### src/rtl/tx_fh_pkg.sv
// Shared definitions for the hop-control DDS writer: AD9957 register map,
// serial frame length and the controller state encoding.
package tx_fh_pkg;

  localparam int AD9957_FRAME_LEN = 72;

  localparam logic [4:0] AD9957_REG_CFR1     = 5'h00;
  localparam logic [4:0] AD9957_REG_CFR2     = 5'h01;
  localparam logic [4:0] AD9957_REG_CFR3     = 5'h02;
  localparam logic [4:0] AD9957_REG_AUX_DAC  = 5'h03;
  localparam logic [4:0] AD9957_REG_IOUP_RT  = 5'h04;
  localparam logic [4:0] AD9957_REG_PROFILE0 = 5'h0E;

  typedef enum logic [2:0] {
    ST_IDLE,
    ST_CS_SETUP,
    ST_SHIFT,
    ST_CS_HOLD,
    ST_IOUP
  } state_e;

  // Write instruction byte followed by the 64-bit single-tone profile payload.
  function automatic logic [AD9957_FRAME_LEN-1:0] build_frame(
    input logic [4:0]  addr,
    input logic [13:0] asf,
    input logic [15:0] pow,
    input logic [31:0] ftw
  );
    return {1'b0, 2'b00, addr, 2'b00, asf, pow, ftw};
  endfunction

endpackage

### src/rtl/dds_spi_shift.sv
// SCLK divider, 72-bit MSB-first shift register and bit counter. sdio only
// moves on an sclk fall, so the DDS always samples a settled bit on the rise.
module dds_spi_shift
  import tx_fh_pkg::*;
#(
  parameter int CLK_DIV = 4
) (
  input  logic                        clk,
  input  logic                        rst,
  input  logic                        load,
  input  logic [AD9957_FRAME_LEN-1:0] frame,
  input  logic                        start,
  output logic                        sclk,
  output logic                        sdio,
  output logic                        last_bit
);

  localparam int DIV_W = $clog2(CLK_DIV + 1);

  logic [DIV_W-1:0]            div_q, div_d;
  logic                        sclk_q, sclk_d;
  logic                        active_q, active_d;
  logic [6:0]                  bit_q, bit_d;
  logic [AD9957_FRAME_LEN-1:0] sr_q, sr_d;
  logic                        half_end;

  assign half_end = active_q && (div_q == DIV_W'(CLK_DIV - 1));
  // Strobe in the final cycle of bit 0's high phase.
  assign last_bit = half_end && sclk_q && (bit_q == 7'd0);

  always_comb begin
    div_d    = div_q;
    sclk_d   = sclk_q;
    active_d = active_q;
    bit_d    = bit_q;
    sr_d     = sr_q;
    if (load) begin
      sr_d = frame;
    end
    if (start) begin
      active_d = 1'b1;
      div_d    = '0;
      sclk_d   = 1'b0;
      bit_d    = 7'(AD9957_FRAME_LEN - 1);
    end else if (active_q) begin
      if (half_end) begin
        div_d = '0;
        if (!sclk_q) begin
          sclk_d = 1'b1;
        end else begin
          sclk_d = 1'b0;
          sr_d   = {sr_q[AD9957_FRAME_LEN-2:0], 1'b0};
          if (bit_q == 7'd0) begin
            active_d = 1'b0;
          end else begin
            bit_d = bit_q - 7'd1;
          end
        end
      end else begin
        div_d = div_q + 1'b1;
      end
    end
  end

  always_ff @(posedge clk) begin
    if (rst) begin
      div_q    <= '0;
      sclk_q   <= 1'b0;
      active_q <= 1'b0;
      bit_q    <= '0;
      sr_q     <= '0;
    end else begin
      div_q    <= div_d;
      sclk_q   <= sclk_d;
      active_q <= active_d;
      bit_q    <= bit_d;
      sr_q     <= sr_d;
    end
  end

  assign sclk = sclk_q;
  assign sdio = sr_q[AD9957_FRAME_LEN-1];

endmodule

### src/rtl/tx_fh_dds_spi.sv
// Captures the FTW on each freq_en rise and writes it to the AD9957 profile
// register over 3-wire SPI, then pulses IO_UPDATE. One request may queue.
module tx_fh_dds_spi
  import tx_fh_pkg::*;
#(
  parameter int         CLK_DIV      = 4,
  parameter logic [4:0] PROFILE_ADDR = AD9957_REG_PROFILE0,
  parameter logic [13:0] ASF         = 14'h3FFF,
  parameter logic [15:0] POW         = 16'h0,
  parameter int         IOUP_CYCLES  = 8
) (
  input  logic        clk,
  input  logic        rst,
  input  logic [31:0] freq_factor,
  input  logic        freq_en,
  output logic        spi_csb,
  output logic        spi_sclk,
  output logic        spi_sdio,
  output logic        io_update,
  output logic        busy,
  output logic        done,
  output logic        overrun,
  output state_e      dbg_state
);

  localparam int CNT_MAX = (CLK_DIV > IOUP_CYCLES) ? CLK_DIV : IOUP_CYCLES;
  localparam int CNT_W   = $clog2(CNT_MAX + 1);

  state_e           state_q, state_d;
  logic [CNT_W-1:0] cnt_q, cnt_d;
  logic             freq_en_d_q;
  logic             csb_q, csb_d;
  logic             io_update_q, io_update_d;
  logic             busy_q, busy_d;
  logic             done_q, done_d;
  logic             overrun_q, overrun_d;
  logic             pending_q, pending_d;
  logic [31:0]      shadow_q, shadow_d;
  logic             request;
  logic             sh_load, sh_start, sh_last;

  // A request is the rising edge of freq_en; a held level counts once.
  assign request = freq_en & ~freq_en_d_q;

  always_comb begin
    state_d     = state_q;
    cnt_d       = cnt_q;
    csb_d       = csb_q;
    io_update_d = io_update_q;
    busy_d      = busy_q;
    done_d      = 1'b0;
    overrun_d   = 1'b0;
    pending_d   = pending_q;
    shadow_d    = shadow_q;
    sh_load     = 1'b0;
    sh_start    = 1'b0;
    if (request) begin
      shadow_d  = freq_factor;
      overrun_d = pending_q;
      if (state_q != ST_IDLE) begin
        pending_d = 1'b1;
      end
    end
    case (state_q)
      ST_IDLE: begin
        if (request) begin
          state_d = ST_CS_SETUP;
          csb_d   = 1'b0;
          busy_d  = 1'b1;
          cnt_d   = '0;
          sh_load = 1'b1;
        end
      end
      ST_CS_SETUP: begin
        cnt_d = cnt_q + 1'b1;
        if (cnt_q == CNT_W'(CLK_DIV - 1)) begin
          state_d  = ST_SHIFT;
          sh_start = 1'b1;
        end
      end
      ST_SHIFT: begin
        if (sh_last) begin
          state_d = ST_CS_HOLD;
          cnt_d   = '0;
        end
      end
      ST_CS_HOLD: begin
        cnt_d = cnt_q + 1'b1;
        if (cnt_q == CNT_W'(CLK_DIV - 1)) begin
          state_d     = ST_IOUP;
          csb_d       = 1'b1;
          io_update_d = 1'b1;
          cnt_d       = '0;
        end
      end
      ST_IOUP: begin
        cnt_d = cnt_q + 1'b1;
        if (cnt_q == CNT_W'(IOUP_CYCLES - 1)) begin
          io_update_d = 1'b0;
          done_d      = 1'b1;
          // A queued request restarts in the done cycle with busy kept high.
          if (pending_d) begin
            state_d   = ST_CS_SETUP;
            csb_d     = 1'b0;
            cnt_d     = '0;
            sh_load   = 1'b1;
            pending_d = 1'b0;
          end else begin
            state_d = ST_IDLE;
            busy_d  = 1'b0;
          end
        end
      end
      default: begin
        state_d = ST_IDLE;
      end
    endcase
  end

  always_ff @(posedge clk) begin
    if (rst) begin
      state_q     <= ST_IDLE;
      cnt_q       <= '0;
      freq_en_d_q <= 1'b0;
      csb_q       <= 1'b1;
      io_update_q <= 1'b0;
      busy_q      <= 1'b0;
      done_q      <= 1'b0;
      overrun_q   <= 1'b0;
      pending_q   <= 1'b0;
      shadow_q    <= '0;
    end else begin
      state_q     <= state_d;
      cnt_q       <= cnt_d;
      freq_en_d_q <= freq_en;
      csb_q       <= csb_d;
      io_update_q <= io_update_d;
      busy_q      <= busy_d;
      done_q      <= done_d;
      overrun_q   <= overrun_d;
      pending_q   <= pending_d;
      shadow_q    <= shadow_d;
    end
  end

  dds_spi_shift #(
    .CLK_DIV(CLK_DIV)
  ) u_shift (
    .clk     (clk),
    .rst     (rst),
    .load    (sh_load),
    .frame   (build_frame(PROFILE_ADDR, ASF, POW, shadow_d)),
    .start   (sh_start),
    .sclk    (spi_sclk),
    .sdio    (spi_sdio),
    .last_bit(sh_last)
  );

  assign spi_csb   = csb_q;
  assign io_update = io_update_q;
  assign busy      = busy_q;
  assign done      = done_q;
  assign overrun   = overrun_q;
  assign dbg_state = state_q;

endmodule

### config.mk
export PLATFORM = sky130hd
export DESIGN_NAME = tx_fh_dds_spi
export DESIGN_NICKNAME = d
export VERILOG_FILES = /design/src/rtl/tx_fh_pkg.sv /design/src/rtl/dds_spi_shift.sv /design/src/rtl/tx_fh_dds_spi.sv
export SDC_FILE = /design/constraint.sdc
export NUM_CORES = 1
export LEC_CHECK = 0
export ABC_CLOCK_PERIOD_IN_PS = 2850
export BUFFER_PORTS_ARGS = -buffer_cell sky130_fd_sc_hd__buf_2
export CAP_MARGIN = 20
export CELL_PAD_IN_SITES_DETAIL_PLACEMENT = 0
export CELL_PAD_IN_SITES_GLOBAL_PLACEMENT = 1
export CORE_UTILIZATION = 37
export DETAILED_ROUTE_END_ITERATION = 6
export GPL_TIMING_DRIVEN = 0
export PLACE_DENSITY = 0.76
export SLEW_MARGIN = 20
export SYNTH_ARGS = -nofsm -noshare
export SYNTH_HDL_FRONTEND = slang
export SYNTH_SLANG_ARGS = --single-unit
### constraint.sdc
create_clock -name clk -period 2.85 [get_ports clk]
set_clock_uncertainty 0.1 [all_clocks]
set_input_delay 0.855 -clock clk [delete_from_list [all_inputs] [get_ports clk]]
set_output_delay 0.855 -clock clk [all_outputs]
set_load 0.05 [all_outputs]
==> report_table.html, run 1 <==
<table>
<tr><th>Metric</th><th>Value</th></tr>
<tr><th colspan="2">Logic synthesis</th></tr>
<tr><td>Top post-synthesis cells by area</td><td>sky130_fd_sc_hd__dfxtp_1, sky130_fd_sc_hd__mux2i_1, sky130_fd_sc_hd__nor2_1, sky130_fd_sc_hd__nand2_1, sky130_fd_sc_hd__a21oi_1</td></tr>
<tr><td>Synthesized-area fraction occupied by and/or/nand/nor cells</td><td>16.8%</td></tr>
<tr><td>Main combinational cell family by area after synthesis</td><td>compound AO/OA/AOI/OAI gates</td></tr>
<tr><td>Compound-cell area share of the yosys netlist</td><td>19.0%</td></tr>
<tr><td>Distinct cells, synth</td><td>49</td></tr>
<tr><td>Post-Syn Nets</td><td>599</td></tr>
<tr><td>Post-synthesis sequential area ratio</td><td>51.0%</td></tr>
<tr><td>Yosys warns</td><td>0</td></tr>
<tr><td>Mapped Area</td><td>5100 µm²</td></tr>
<tr><td>EDFF count, synth</td><td>0</td></tr>
<tr><td>Mux contribution to synthesized area</td><td>6.28%</td></tr>
<tr><td>Portion of synthesized cell area occupied by the leading cell type</td><td>51.0%</td></tr>
<tr><td>Post-synthesis share of cell area spent on xor and xnor gates</td><td>0.858%</td></tr>
<tr><td>Library cell occupying the most area in the post-synthesis netlist</td><td>sky130_fd_sc_hd__dfxtp_1</td></tr>
<tr><td>Count of state elements after synthesis</td><td>130</td></tr>
<tr><td>FFs w/ async S/R, synth</td><td>0%</td></tr>
<tr><td>Number of cells produced by synthesis</td><td>560</td></tr>
<tr><td>Main synth FF type</td><td>sky130_fd_sc_hd__dfxtp_1</td></tr>
<tr><td>Avg Inst Size Synth</td><td>9.11 µm²</td></tr>
<tr><td>Adder and majority gate portion of the synthesized area</td><td>0.981%</td></tr>
<tr><th colspan="2">Worst setup path</th></tr>
<tr><td>Required time at the worst-slack endpoint</td><td>3090 ps</td></tr>
<tr><td>Critical path cell sequence</td><td>ha_1 -&gt; nand3b_1 -&gt; a221oi_2 -&gt; buf_2 -&gt; clkbuf_1 -&gt; o211ai_1 -&gt; a21oi_1</td></tr>
<tr><td>RR Startpoint</td><td>cnt_q[0]</td></tr>
<tr><td>Worst setup path class</td><td>reg -&gt; reg</td></tr>
<tr><td>Sort of element at the end of the critical path</td><td>register</td></tr>
<tr><td>Cell at the slowest stage of the critical path</td><td>sky130_fd_sc_hd__a221oi_2</td></tr>
<tr><td>CP top delay family</td><td>compound AO/OA/AOI/OAI gates</td></tr>
<tr><td>Startpoint of the most critical setup path</td><td>cnt_q[0]</td></tr>
<tr><td>Worst stage delay on the critical path</td><td>420 ps</td></tr>
<tr><td>Critical path buffer and inverter count</td><td>2</td></tr>
<tr><td>Largest fanout of any net on the critical path</td><td>10</td></tr>
<tr><td>CP Data Arrival Time</td><td>2620 ps</td></tr>
<tr><td>Launching element type of the critical path</td><td>register</td></tr>
<tr><th colspan="2">Drt</th></tr>
<tr><td>DRT antenna net count</td><td>0</td></tr>
<tr><td>Detail-routed net length per standard cell</td><td>13.5 µm</td></tr>
<tr><td>DRT Pass-1 Iters</td><td>4</td></tr>
<tr><td>Final wirelength</td><td>10900 µm</td></tr>
<tr><td>Drt drc</td><td>0</td></tr>
<tr><td>Via count of the routed design</td><td>4138</td></tr>
<tr><td>Drt initial violations</td><td>231</td></tr>
<tr><td>Number of vias per cell</td><td>5.10</td></tr>
<tr><th colspan="2">Power and ir drop</th></tr>
<tr><td>Overall Power</td><td>4.48 mW</td></tr>
<tr><td>Maximum VDD drop</td><td>0.000471 V</td></tr>
<tr><td>P per Cell Area</td><td>731 nW/µm²</td></tr>
<tr><td>Cell leakage power</td><td>2.43 nW</td></tr>
<tr><th colspan="2">Layout</th></tr>
<tr><td>Finished Layout Cells</td><td>811</td></tr>
<tr><td>Fraction of final layout cells with drive strength greater than 1</td><td>16.2%</td></tr>
<tr><td>Post-layout net count</td><td>661</td></tr>
<tr><td>Final core utilization</td><td>45.9%</td></tr>
<tr><td>Area grow syn2layout</td><td>20.1%</td></tr>
<tr><td>Design Area, Final</td><td>6130 µm²</td></tr>
<tr><td>Filler cell count in the final layout</td><td>1331</td></tr>
<tr><td>Most frequent cells in the layout</td><td>sky130_fd_sc_hd__dfxtp_1, sky130_fd_sc_hd__nor2_1, sky130_fd_sc_hd__nand2_1</td></tr>
<tr><td>Commonest non-fill, non-tap cell in the layout</td><td>sky130_fd_sc_hd__dfxtp_1</td></tr>
<tr><td>Number of antenna diodes</td><td>0</td></tr>
<tr><th colspan="2">Clocking</th></tr>
<tr><td>Maximum level of the CTS H-tree</td><td>4</td></tr>
<tr><td>Worst-skew pair later-pin latency</td><td>410 ps</td></tr>
<tr><td>CTS buffer count</td><td>17</td></tr>
<tr><td>CTS hold repair buffers</td><td>0</td></tr>
<tr><td>Clock-pin slew of the registers on the worst-case setup and hold paths</td><td>60 ps</td></tr>
<tr><td>Buffers inserted by post-CTS timing repair</td><td>0</td></tr>
<tr><td>Clock net sink count</td><td>130</td></tr>
<tr><td>Clock tree from TritonCTS</td><td>built</td></tr>
<tr><td>CTS resizes</td><td>0</td></tr>
<tr><td>Buffer depth of the longest clock path</td><td>2</td></tr>
<tr><td>Library cell used as clock root buffer</td><td>sky130_fd_sc_hd__clkbuf_16</td></tr>
<tr><th colspan="2">Timing</th></tr>
<tr><td>Post-layout worst setup margin</td><td>467 ps</td></tr>
<tr><td>Pins Over Slew Limit</td><td>0</td></tr>
<tr><td>Tmin final</td><td>2380 ps</td></tr>
<tr><td>Count of endpoints failing hold in the final timing report</td><td>0</td></tr>
<tr><td>Achievable clock frequency</td><td>420 MHz</td></tr>
<tr><td>Slew HR</td><td>57.1%</td></tr>
<tr><td>Slew of the pin with the lowest slew margin</td><td>642 ps</td></tr>
<tr><td>Post-route fraction of the period consumed by the critical path</td><td>83.6%</td></tr>
<tr><td>Worst Hold Margin</td><td>349 ps</td></tr>
<tr><td>Total Neg Setup Slack</td><td>0 ps</td></tr>
<tr><td>Setup violation total in the final timing report</td><td>0</td></tr>
<tr><td>RSZ-0062 raised after global routing</td><td>false</td></tr>
<tr><th colspan="2">Outcome</th></tr>
<tr><td>Result of the run</td><td>finished clean</td></tr>
<tr><th colspan="2">Place</th></tr>
<tr><td>Gp weighted congestion</td><td>0.771</td></tr>
<tr><td>DPL Wire Length</td><td>7770 µm</td></tr>
<tr><td>Count of input and output buffers</td><td>43</td></tr>
<tr><td>Cell area reported after detailed placement</td><td>5540 µm²</td></tr>
<tr><td>Dpl cells</td><td>779</td></tr>
<tr><td>Worst setup slack before clock tree synthesis</td><td>75.2 ps</td></tr>
<tr><th colspan="2">Floorplanning</th></tr>
<tr><td>Starting Density</td><td>38.2%</td></tr>
<tr><td>Std cell rows</td><td>42</td></tr>
<tr><td>DIE AREA</td><td>14300 µm²</td></tr>
<tr><td>Horizontal extent of the die</td><td>119 µm</td></tr>
<tr><td>Floorplan Core Area</td><td>13300 µm²</td></tr>
<tr><td>Die height</td><td>119 µm</td></tr>
<tr><td>Number of top-level pins</td><td>45</td></tr>
<tr><th colspan="2">Global route</th></tr>
<tr><td>GRT Residual Overflow</td><td>0</td></tr>
<tr><td>Global Route Usage Sum</td><td>16.4%</td></tr>
<tr><td>Maximum number of pins on one net before global-route repair</td><td>17</td></tr>
<tr><td>Initial antenna violation count</td><td>0</td></tr>
<tr><td>Vias in the first global route</td><td>3891</td></tr>
<tr><td>Global-route wire length before repair</td><td>18300 µm</td></tr>
<tr><th colspan="2">Worst hold path</th></tr>
<tr><td>Hold Path Class</td><td>reg -&gt; reg</td></tr>
<tr><td>Hold Path Origin</td><td>u_shift.sr_q[0]</td></tr>
<tr><th colspan="2">Job</th></tr>
<tr><td>Max Cap Violations</td><td>0</td></tr>
</table>
==> cell type report <==
type,count,area [µm²],share of cell area (%)
tap,176,220,3.59
timing repair buffer,43,215,3.51
clock buffer,23,488,7.96
inverter,5,18.8,0.306
clock inverter,9,104,1.69
sequential,130,2600,42.4
multi-input combinational,382,2240,36.6
buffer,43,239,3.90
==> layer usage <==
layer | vias up | track usage (%) | wire length, µm
met5 | - | 0 | 0
met4 | 0 | 6.02 | 144
met3 | 9 | 5.27 | 373
met2 | 59 | 26.2 | 5180
met1 | 1980 | 20.5 | 5230
li1 | 2090 | - | -
==> final timing paths <==
kind	end	slack [ps]	cells after the start
hold reg to reg	u_shift.sr_q[1]	350	2
hold / removal	u_shift.sr_q[1]	350	2
setup / recovery	u_shift.sr_q[9]	470	7
setup reg to reg	u_shift.sr_q[9]	470	7
==> worst register-to-register path: cells and delay by family, from the launching register on <==
kind	cells	cell delay, ps
AND/OR/NAND/NOR	1	150
adder cells (fa/ha/maj)	1	250
AO/OA/AOI/OAI	3	720
buffers and inverters	2	720
flip-flops	1	380
==> cell families (layout without fill, tap and decap cells) <==
family / Yosys count / in the layout
compound gates: 144 / 144
xor+xnor: 5 / 5
fa+ha+maj: 4 / 4
buf+inv: 48 / 123
flops: 130 / 130
mux: 32 / 32
simple gates: 197 / 197
==> synth_stat cells, types with 3 or more instances <==
cell type and instances:
sky130_fd_sc_hd__dfxtp_1 130, sky130_fd_sc_hd__nor2_1 83, sky130_fd_sc_hd__nand2_1 76, sky130_fd_sc_hd__a21oi_1 44, sky130_fd_sc_hd__mux2i_1 32, sky130_fd_sc_hd__o211ai_1 28
sky130_fd_sc_hd__a22oi_1 24, sky130_fd_sc_hd__clkbuf_1 22, sky130_fd_sc_hd__o22ai_1 17, sky130_fd_sc_hd__buf_2 12, sky130_fd_sc_hd__nand2b_1 6, sky130_fd_sc_hd__nand3_1 6
sky130_fd_sc_hd__o21ai_0 6, sky130_fd_sc_hd__inv_1 5, sky130_fd_sc_hd__a211oi_1 4, sky130_fd_sc_hd__ha_1 4, sky130_fd_sc_hd__nor2b_1 4, sky130_fd_sc_hd__o31ai_1 4
sky130_fd_sc_hd__xor2_1 4, sky130_fd_sc_hd__a21oi_2 3, sky130_fd_sc_hd__buf_6 3, sky130_fd_sc_hd__nand3b_1 3, sky130_fd_sc_hd__nor3b_1 3, sky130_fd_sc_hd__o211ai_2 3
sky130_fd_sc_hd__o31a_1 3, sky130_fd_sc_hd__or3_1 3
==> state kept, by name, summed over array words and instances (netlist names), 3 cells and up <==
| name | flops |
|---|---|
| cnt_q | 4 |
| dbg_state | 3 |
| shadow_q | 32 |
| u_shift.bit_q | 7 |
| u_shift.div_q | 3 |
| u_shift.sr_q | 72 |
==> report_power, final <==
| part | switching (mW) | total, mW | leakage [nW] | internal, mW |
|---|---|---|---|---|
| logic | 0.220 | 0.377 | 1.07 | 0.157 |
| clock network | 0.761 | 2.13 | 0.289 | 1.37 |
| registers | 0.0505 | 1.97 | 1.06 | 1.92 |
| total | 1.03 | 4.48 | 2.43 | 3.45 |
(Power assumes the default switching activity.)
==> run 2: changes to the inputs <==
Settings changed: ABC_AREA set to 1, ABC_CLOCK_PERIOD_IN_PS 2850 to 2400, PLACE_DENSITY 0.76 to 0.79.
Clock period 2.85 ns to 2.4 ns, I/O delays scaled along.
==> report_table.html, run 2 <==
<table>
<tr><th>Metric</th><th>Value</th></tr>
<tr><th colspan="2">Timing</th></tr>
<tr><td>Tmin final</td><td>2070 ps</td></tr>
<tr><td>Slew of the pin with the lowest slew margin</td><td>573 ps</td></tr>
<tr><td>Post-route fraction of the period consumed by the critical path</td><td>86.3%</td></tr>
<tr><td>RSZ-0062 raised after global routing</td><td>false</td></tr>
<tr><td>Total Neg Setup Slack</td><td>0 ps</td></tr>
<tr><td>Setup violation total in the final timing report</td><td>0</td></tr>
<tr><td>Worst Hold Margin</td><td>356 ps</td></tr>
<tr><td>Count of endpoints failing hold in the final timing report</td><td>0</td></tr>
<tr><td>Achievable clock frequency</td><td>483 MHz</td></tr>
<tr><td>Slew HR</td><td>61.8%</td></tr>
<tr><td>Pins Over Slew Limit</td><td>0</td></tr>
<tr><th colspan="2">Power and ir drop</th></tr>
<tr><td>Cell leakage power</td><td>3.40 nW</td></tr>
<tr><td>Overall Power</td><td>6.30 mW</td></tr>
<tr><td>Maximum VDD drop</td><td>0.000534 V</td></tr>
<tr><td>P per Cell Area</td><td>924 nW/µm²</td></tr>
<tr><th colspan="2">Clocking</th></tr>
<tr><td>Clock-pin slew of the registers on the worst-case setup and hold paths</td><td>50 ps</td></tr>
<tr><td>CTS resizes</td><td>0</td></tr>
<tr><td>Worst-skew pair later-pin latency</td><td>410 ps</td></tr>
<tr><td>Buffers inserted by post-CTS timing repair</td><td>0</td></tr>
<tr><td>Buffer depth of the longest clock path</td><td>2</td></tr>
<tr><td>CTS buffer count</td><td>17</td></tr>
<tr><td>Clock net sink count</td><td>130</td></tr>
<tr><td>CTS hold repair buffers</td><td>0</td></tr>
<tr><td>Maximum level of the CTS H-tree</td><td>4</td></tr>
<tr><td>Library cell used as clock root buffer</td><td>sky130_fd_sc_hd__clkbuf_16</td></tr>
<tr><td>Clock tree from TritonCTS</td><td>built</td></tr>
<tr><th colspan="2">Drt</th></tr>
<tr><td>DRT antenna net count</td><td>0</td></tr>
<tr><td>DRT Pass-1 Iters</td><td>4</td></tr>
<tr><td>Final wirelength</td><td>13800 µm</td></tr>
<tr><td>Number of vias per cell</td><td>4.81</td></tr>
<tr><td>Detail-routed net length per standard cell</td><td>12.7 µm</td></tr>
<tr><td>Via count of the routed design</td><td>5225</td></tr>
<tr><td>Drt initial violations</td><td>281</td></tr>
<tr><td>Drt drc</td><td>0</td></tr>
<tr><th colspan="2">Layout</th></tr>
<tr><td>Filler cell count in the final layout</td><td>1625</td></tr>
<tr><td>Design Area, Final</td><td>6820 µm²</td></tr>
<tr><td>Largest registers</td><td>u_shift.sr_q (72), shadow_q (32), u_shift.bit_q (7)</td></tr>
<tr><td>Post-layout net count</td><td>925</td></tr>
<tr><td>Final core utilization</td><td>44.9%</td></tr>
<tr><td>Number of flip-flops in the largest register</td><td>72</td></tr>
<tr><td>Top reg by flops</td><td>u_shift.sr_q</td></tr>
<tr><td>Fraction of final layout cells with drive strength greater than 1</td><td>12.7%</td></tr>
<tr><td>Commonest non-fill, non-tap cell in the layout</td><td>sky130_fd_sc_hd__nand2_1</td></tr>
<tr><td>Number of antenna diodes</td><td>0</td></tr>
<tr><td>Area grow syn2layout</td><td>18.1%</td></tr>
<tr><td>Most frequent cells in the layout</td><td>sky130_fd_sc_hd__nand2_1, sky130_fd_sc_hd__dfxtp_1, sky130_fd_sc_hd__inv_1</td></tr>
<tr><th colspan="2">Logic synthesis</th></tr>
<tr><td>Synthesized-area fraction occupied by and/or/nand/nor cells</td><td>29.0%</td></tr>
<tr><td>Most instantiated library cell after synthesis</td><td>sky130_fd_sc_hd__nand2_1</td></tr>
<tr><td>FFs w/ async S/R, synth</td><td>0%</td></tr>
<tr><td>Main synth FF type</td><td>sky130_fd_sc_hd__dfxtp_1</td></tr>
<tr><td>Adder and majority gate portion of the synthesized area</td><td>0.866%</td></tr>
<tr><td>Main combinational cell family by area after synthesis</td><td>simple AND/OR/NAND/NOR gates</td></tr>
<tr><td>Compound-cell area share of the yosys netlist</td><td>13.7%</td></tr>
<tr><td>Post-Syn Nets</td><td>863</td></tr>
<tr><td>Count of state elements after synthesis</td><td>130</td></tr>
<tr><td>Avg Inst Size Synth</td><td>7.01 µm²</td></tr>
<tr><td>Post-synthesis sequential area ratio</td><td>45.1%</td></tr>
<tr><td>EDFF count, synth</td><td>0</td></tr>
<tr><td>Yosys warns</td><td>0</td></tr>
<tr><td>Mapped Area</td><td>5780 µm²</td></tr>
<tr><td>Library cell occupying the most area in the post-synthesis netlist</td><td>sky130_fd_sc_hd__dfxtp_1</td></tr>
<tr><td>Mux contribution to synthesized area</td><td>0%</td></tr>
<tr><td>Portion of synthesized cell area occupied by the leading cell type</td><td>45.1%</td></tr>
<tr><td>Leading post-synthesis cells by instance count</td><td>sky130_fd_sc_hd__nand2_1, sky130_fd_sc_hd__dfxtp_1, sky130_fd_sc_hd__inv_1</td></tr>
<tr><td>Post-synthesis share of cell area spent on xor and xnor gates</td><td>0.606%</td></tr>
<tr><td>Distinct cells, synth</td><td>26</td></tr>
<tr><td>Top post-synthesis cells by area</td><td>sky130_fd_sc_hd__dfxtp_1, sky130_fd_sc_hd__nand2_1, sky130_fd_sc_hd__nand3_1, sky130_fd_sc_hd__inv_1, sky130_fd_sc_hd__a21oi_1</td></tr>
<tr><td>Number of cells produced by synthesis</td><td>824</td></tr>
<tr><th colspan="2">Worst setup path</th></tr>
<tr><td>CP top delay family</td><td>simple AND/OR/NAND/NOR gates</td></tr>
<tr><td>Critical path buffer and inverter count</td><td>3</td></tr>
<tr><td>Cell at the slowest stage of the critical path</td><td>sky130_fd_sc_hd__a21oi_2</td></tr>
<tr><td>Required time at the worst-slack endpoint</td><td>2610 ps</td></tr>
<tr><td>Worst setup path class</td><td>in -&gt; reg</td></tr>
<tr><td>CP Data Arrival Time</td><td>2280 ps</td></tr>
<tr><td>Launching element type of the critical path</td><td>input port</td></tr>
<tr><td>Sort of element at the end of the critical path</td><td>register</td></tr>
<tr><td>Critical path cell sequence</td><td>buf_2 -&gt; nand2_2 -&gt; a21oi_2 -&gt; nand2_1 -&gt; buf_2 -&gt; nand3_1 -&gt; nand3_1 -&gt; nand2_1 -&gt; inv_1</td></tr>
<tr><td>Worst stage delay on the critical path</td><td>430 ps</td></tr>
<tr><td>Largest fanout of any net on the critical path</td><td>10</td></tr>
<tr><th colspan="2">Floorplanning</th></tr>
<tr><td>Std cell rows</td><td>45</td></tr>
<tr><td>Starting Density</td><td>38.0%</td></tr>
<tr><td>Horizontal extent of the die</td><td>127 µm</td></tr>
<tr><td>DIE AREA</td><td>16100 µm²</td></tr>
<tr><td>Floorplan Core Area</td><td>15200 µm²</td></tr>
<tr><td>Die height</td><td>127 µm</td></tr>
<tr><td>Number of top-level pins</td><td>45</td></tr>
<tr><th colspan="2">Place</th></tr>
<tr><td>Gp weighted congestion</td><td>0.790</td></tr>
<tr><td>Cell area reported after detailed placement</td><td>6230 µm²</td></tr>
<tr><td>Count of input and output buffers</td><td>43</td></tr>
<tr><td>DPL Wire Length</td><td>9440 µm</td></tr>
<tr><th colspan="2">Global route</th></tr>
<tr><td>Initial antenna violation count</td><td>0</td></tr>
<tr><td>Layer with the highest usage after global routing</td><td>met2</td></tr>
<tr><td>GRT Residual Overflow</td><td>0</td></tr>
<tr><td>Met2 Use GR</td><td>28.3%</td></tr>
<tr><td>Vias in the first global route</td><td>4778</td></tr>
<tr><td>GR Util met1</td><td>25.2%</td></tr>
<tr><td>Met3 track demand over resource</td><td>3.46%</td></tr>
<tr><td>Global-route wire length before repair</td><td>23300 µm</td></tr>
<tr><td>Global Route Usage Sum</td><td>18.3%</td></tr>
<tr><td>Maximum number of pins on one net before global-route repair</td><td>17</td></tr>
<tr><th colspan="2">Outcome</th></tr>
<tr><td>Result of the run</td><td>finished clean</td></tr>
<tr><th colspan="2">Worst hold path</th></tr>
<tr><td>Hold Path Class</td><td>reg -&gt; reg</td></tr>
<tr><th colspan="2">Job</th></tr>
<tr><td>Max Cap Violations</td><td>0</td></tr>
</table>
run 2: cell types whose count changed after synthesis, sizes merged, moves of 31 or more:
cell / delta
nand2: +121
o21ai: +60
nor2: -34
mux2i: -32
nand3: +89
o211ai: -31
nand4: +34
inv: +97
run 2: cells by family (layout without fill, tap and decap cells):
group                    Yosys count  count (layout)
flip-flops                       130             130
XOR/XNOR                           4               4
AO/OA/AOI/OAI                    152             152
AND/OR/NAND/NOR                  381             381
buffers and inverters            153             227
adder cells (fa/ha/maj)            4               4
run 2: cell type report:
class,instances,area [µm²],share of cell area [%]
inverter,102,383,5.61
tap,188,235,3.45
clock inverter,4,70.1,1.03
buffer,51,236,3.47
timing repair buffer,43,215,3.16
sequential,130,2600,38.2
multi-input combinational,541,2550,37.5
clock buffer,27,523,7.67
run 2: through the flow:
step	worst slack (ps)	std cells
final	329	1086
after global routing	155	1086
after CTS	288	1086
after detailed placement	-121	1055
after global placement	-107	1055
after floorplan	464	824
run 2: worst paths after layout:
path / start / to / slack, ps / cells past startpoint
worst max register to register: dbg_state[1] / u_shift.sr_q[12] / 370 / 9
worst min register to register: u_shift.sr_q[64] / u_shift.sr_q[64] / 360 / 2
worst min-delay path: u_shift.sr_q[64] / u_shift.sr_q[64] / 360 / 2
worst max-delay path: freq_en / u_shift.sr_q[12] / 330 / 9
run 2: power by group:
part | switching, mW | internal (mW)
Sequential | 0.124 | 2.40
Combinational | 0.836 | 0.372
Clock | 0.886 | 1.69
run 2: per-layer routing:
metal / part of all wire, % / routed length [µm]
met1: 52 / 7220
met4: 0.75 / 104
met2: 44 / 6040
met5: 0 / 0
met3: 2.9 / 406
run 2: worst register-to-register path: cells and delay by family (launching register included):
family | cells | cell delay (ps)
DFF | 1 | 350
and+or+nand+nor | 5 | 680
buffers and inverters | 3 | 440
AOI/OAI and AO/OA | 1 | 360
==> run 3: changes to the inputs <==
Settings changed: RECOVER_POWER set to 25.
==> report_table.html, run 3 (same netlist as run 2, synthesis figures left out) <==
<table>
<tr><th>Metric</th><th>Value</th></tr>
<tr><th colspan="2">Timing</th></tr>
<tr><td>Achievable clock frequency</td><td>476 MHz</td></tr>
<tr><td>Pins Over Slew Limit</td><td>0</td></tr>
<tr><td>Setup violation total in the final timing report</td><td>0</td></tr>
<tr><td>Slew HR</td><td>61.8%</td></tr>
<tr><td>Tmin final</td><td>2100 ps</td></tr>
<tr><td>Slew of the pin with the lowest slew margin</td><td>573 ps</td></tr>
<tr><td>Total Neg Setup Slack</td><td>0 ps</td></tr>
<tr><td>RSZ-0062 raised after global routing</td><td>false</td></tr>
<tr><td>Post-route fraction of the period consumed by the critical path</td><td>87.5%</td></tr>
<tr><td>Count of endpoints failing hold in the final timing report</td><td>0</td></tr>
<tr><th colspan="2">Layout</th></tr>
<tr><td>Filler cell count in the final layout</td><td>1628</td></tr>
<tr><td>Area grow syn2layout</td><td>17.9%</td></tr>
<tr><td>Number of antenna diodes</td><td>0</td></tr>
<tr><td>Finished Layout Cells</td><td>1086</td></tr>
<tr><td>Fraction of final layout cells with drive strength greater than 1</td><td>12.1%</td></tr>
<tr><td>Number of flip-flops in the largest register</td><td>72</td></tr>
<tr><td>Most frequent cells in the layout</td><td>sky130_fd_sc_hd__nand2_1, sky130_fd_sc_hd__dfxtp_1, sky130_fd_sc_hd__inv_1</td></tr>
<tr><td>Post-layout net count</td><td>925</td></tr>
<tr><td>Storage element area</td><td>2600 µm²</td></tr>
<tr><td>Area occupied by multi-input gates</td><td>2550 µm²</td></tr>
<tr><td>Commonest non-fill, non-tap cell in the layout</td><td>sky130_fd_sc_hd__nand2_1</td></tr>
<tr><td>Largest registers</td><td>u_shift.sr_q (72), shadow_q (32), u_shift.bit_q (7)</td></tr>
<tr><td>Top reg by flops</td><td>u_shift.sr_q</td></tr>
<tr><th colspan="2">Worst setup path</th></tr>
<tr><td>Largest fanout of any net on the critical path</td><td>10</td></tr>
<tr><td>Launching element type of the critical path</td><td>input port</td></tr>
<tr><td>CP Data Arrival Time</td><td>2310 ps</td></tr>
<tr><td>Cell at the slowest stage of the critical path</td><td>sky130_fd_sc_hd__a21oi_2</td></tr>
<tr><td>Sort of element at the end of the critical path</td><td>register</td></tr>
<tr><td>CP top delay family</td><td>simple AND/OR/NAND/NOR gates</td></tr>
<tr><td>Critical path cell sequence</td><td>clkbuf_1 -&gt; nand2_2 -&gt; a21oi_2 -&gt; nand2_1 -&gt; buf_2 -&gt; nand3_1 -&gt; nand3_1 -&gt; nand2_1 -&gt; inv_1</td></tr>
<tr><td>Worst stage delay on the critical path</td><td>430 ps</td></tr>
<tr><td>Critical path buffer and inverter count</td><td>3</td></tr>
<tr><td>Worst setup path class</td><td>in -&gt; reg</td></tr>
<tr><td>Required time at the worst-slack endpoint</td><td>2610 ps</td></tr>
<tr><th colspan="2">Clocking</th></tr>
<tr><td>Clock tree from TritonCTS</td><td>built</td></tr>
<tr><td>Worst-skew pair later-pin latency</td><td>410 ps</td></tr>
<tr><td>Buffer depth of the longest clock path</td><td>2</td></tr>
<tr><td>Clock net sink count</td><td>130</td></tr>
<tr><td>Buffers inserted by post-CTS timing repair</td><td>0</td></tr>
<tr><td>CTS buffer count</td><td>17</td></tr>
<tr><td>Clock-pin slew of the registers on the worst-case setup and hold paths</td><td>50 ps</td></tr>
<tr><td>Library cell used as clock root buffer</td><td>sky130_fd_sc_hd__clkbuf_16</td></tr>
<tr><td>CTS resizes</td><td>0</td></tr>
<tr><td>Maximum level of the CTS H-tree</td><td>4</td></tr>
<tr><td>CTS hold repair buffers</td><td>0</td></tr>
<tr><th colspan="2">Floorplanning</th></tr>
<tr><td>Std cell rows</td><td>45</td></tr>
<tr><td>Starting Density</td><td>38.0%</td></tr>
<tr><td>Number of top-level pins</td><td>45</td></tr>
<tr><td>Die height</td><td>127 µm</td></tr>
<tr><td>Horizontal extent of the die</td><td>127 µm</td></tr>
<tr><td>Floorplan Core Area</td><td>15200 µm²</td></tr>
<tr><td>DIE AREA</td><td>16100 µm²</td></tr>
<tr><th colspan="2">Power and ir drop</th></tr>
<tr><td>Overall Power</td><td>6.30 mW</td></tr>
<tr><td>P per Cell Area</td><td>924 nW/µm²</td></tr>
<tr><td>Maximum VDD drop</td><td>0.000534 V</td></tr>
<tr><td>Cell leakage power</td><td>3.39 nW</td></tr>
<tr><th colspan="2">Drt</th></tr>
<tr><td>DRT antenna net count</td><td>0</td></tr>
<tr><td>Drt drc</td><td>0</td></tr>
<tr><td>DRT Pass-1 Iters</td><td>4</td></tr>
<tr><td>Final wirelength</td><td>13800 µm</td></tr>
<tr><td>Number of vias per cell</td><td>4.80</td></tr>
<tr><td>Detail-routed net length per standard cell</td><td>12.7 µm</td></tr>
<tr><td>Drt initial violations</td><td>290</td></tr>
<tr><td>Via count of the routed design</td><td>5218</td></tr>
<tr><th colspan="2">Global route</th></tr>
<tr><td>Vias in the first global route</td><td>4778</td></tr>
<tr><td>Layer with the highest usage after global routing</td><td>met2</td></tr>
<tr><td>GRT Residual Overflow</td><td>0</td></tr>
<tr><td>Met3 track demand over resource</td><td>3.46%</td></tr>
<tr><td>Global-route wire length before repair</td><td>23300 µm</td></tr>
<tr><td>GR Util met1</td><td>25.2%</td></tr>
<tr><td>Initial antenna violation count</td><td>0</td></tr>
<tr><td>Met2 Use GR</td><td>28.3%</td></tr>
<tr><td>Global Route Usage Sum</td><td>18.3%</td></tr>
<tr><td>Maximum number of pins on one net before global-route repair</td><td>17</td></tr>
<tr><th colspan="2">Job</th></tr>
<tr><td>Max Cap Violations</td><td>0</td></tr>
<tr><th colspan="2">Place</th></tr>
<tr><td>DPL Wire Length</td><td>9440 µm</td></tr>
<tr><td>Gp weighted congestion</td><td>0.790</td></tr>
<tr><td>Dpl cells</td><td>1055</td></tr>
<tr><td>Count of input and output buffers</td><td>43</td></tr>
<tr><th colspan="2">Outcome</th></tr>
<tr><td>Result of the run</td><td>finished clean</td></tr>
<tr><th colspan="2">Worst hold path</th></tr>
<tr><td>Hold Path Class</td><td>reg -&gt; reg</td></tr>
</table>
-- run 3: changes by cell type in the layout (fill, tap and decap cells not counted) --
cell                       change
sky130_fd_sc_hd__nand2_2       -1
sky130_fd_sc_hd__clkbuf_1      +4
sky130_fd_sc_hd__nand2_1       +1
sky130_fd_sc_hd__buf_2         -4
-- run 3: cell type report --
cell class / count / area share, %
Sequential cell: 130 / 38.2
Buffer: 51 / 3.42
Inverter: 102 / 5.62
Clock inverter: 4 / 1.03
Clock buffer: 27 / 7.68
Tap cell: 188 / 3.45
Timing Repair Buffer: 43 / 3.14
Multi-Input combinational cell: 541 / 37.5
-- run 3: tightest hold or removal path: cells and delay by family (launching register included) --
family / cells / cell delay, ps
AOI/OAI and AO/OA: 1 / 50
DFF: 1 / 300
and+or+nand+nor: 1 / 60
-- run 3: report_power, final --
group | switching [mW] | leakage (nW) | internal, mW
Combinational | 0.835 | 2.04 | 0.371
Clock | 0.886 | 0.293 | 1.69
Sequential | 0.124 | 1.06 | 2.40
-- run 3: per-stage QoR --
stage	setup WS (ps)	hold slack, ps	area, µm²	util [%]
finish	300	355	6810	44.8
global route	165	373	6810	44.8
CTS	288	358	6820	44.9
detailed placement	-121	349	6230	41.0
global placement	-107	346	6230	41.0
floorplan	464	331	5780	-
-- run 3: worst paths after layout --
| path | from | slack (ps) | cells after the start | end |
|---|---|---|---|---|
| min | u_shift.sr_q[64] | 350 | 2 | u_shift.sr_q[64] |
| min reg2reg | u_shift.sr_q[64] | 350 | 2 | u_shift.sr_q[64] |
| max | freq_en | 300 | 9 | u_shift.sr_q[12] |
| max reg2reg | dbg_state[1] | 380 | 9 | u_shift.sr_q[12] |
-- run 3: layer usage --
metal	share of wire, %	wire, µm
met1	53	7230
met2	44	6050
met3	2.8	387
met4	0.76	104
met5	0	0
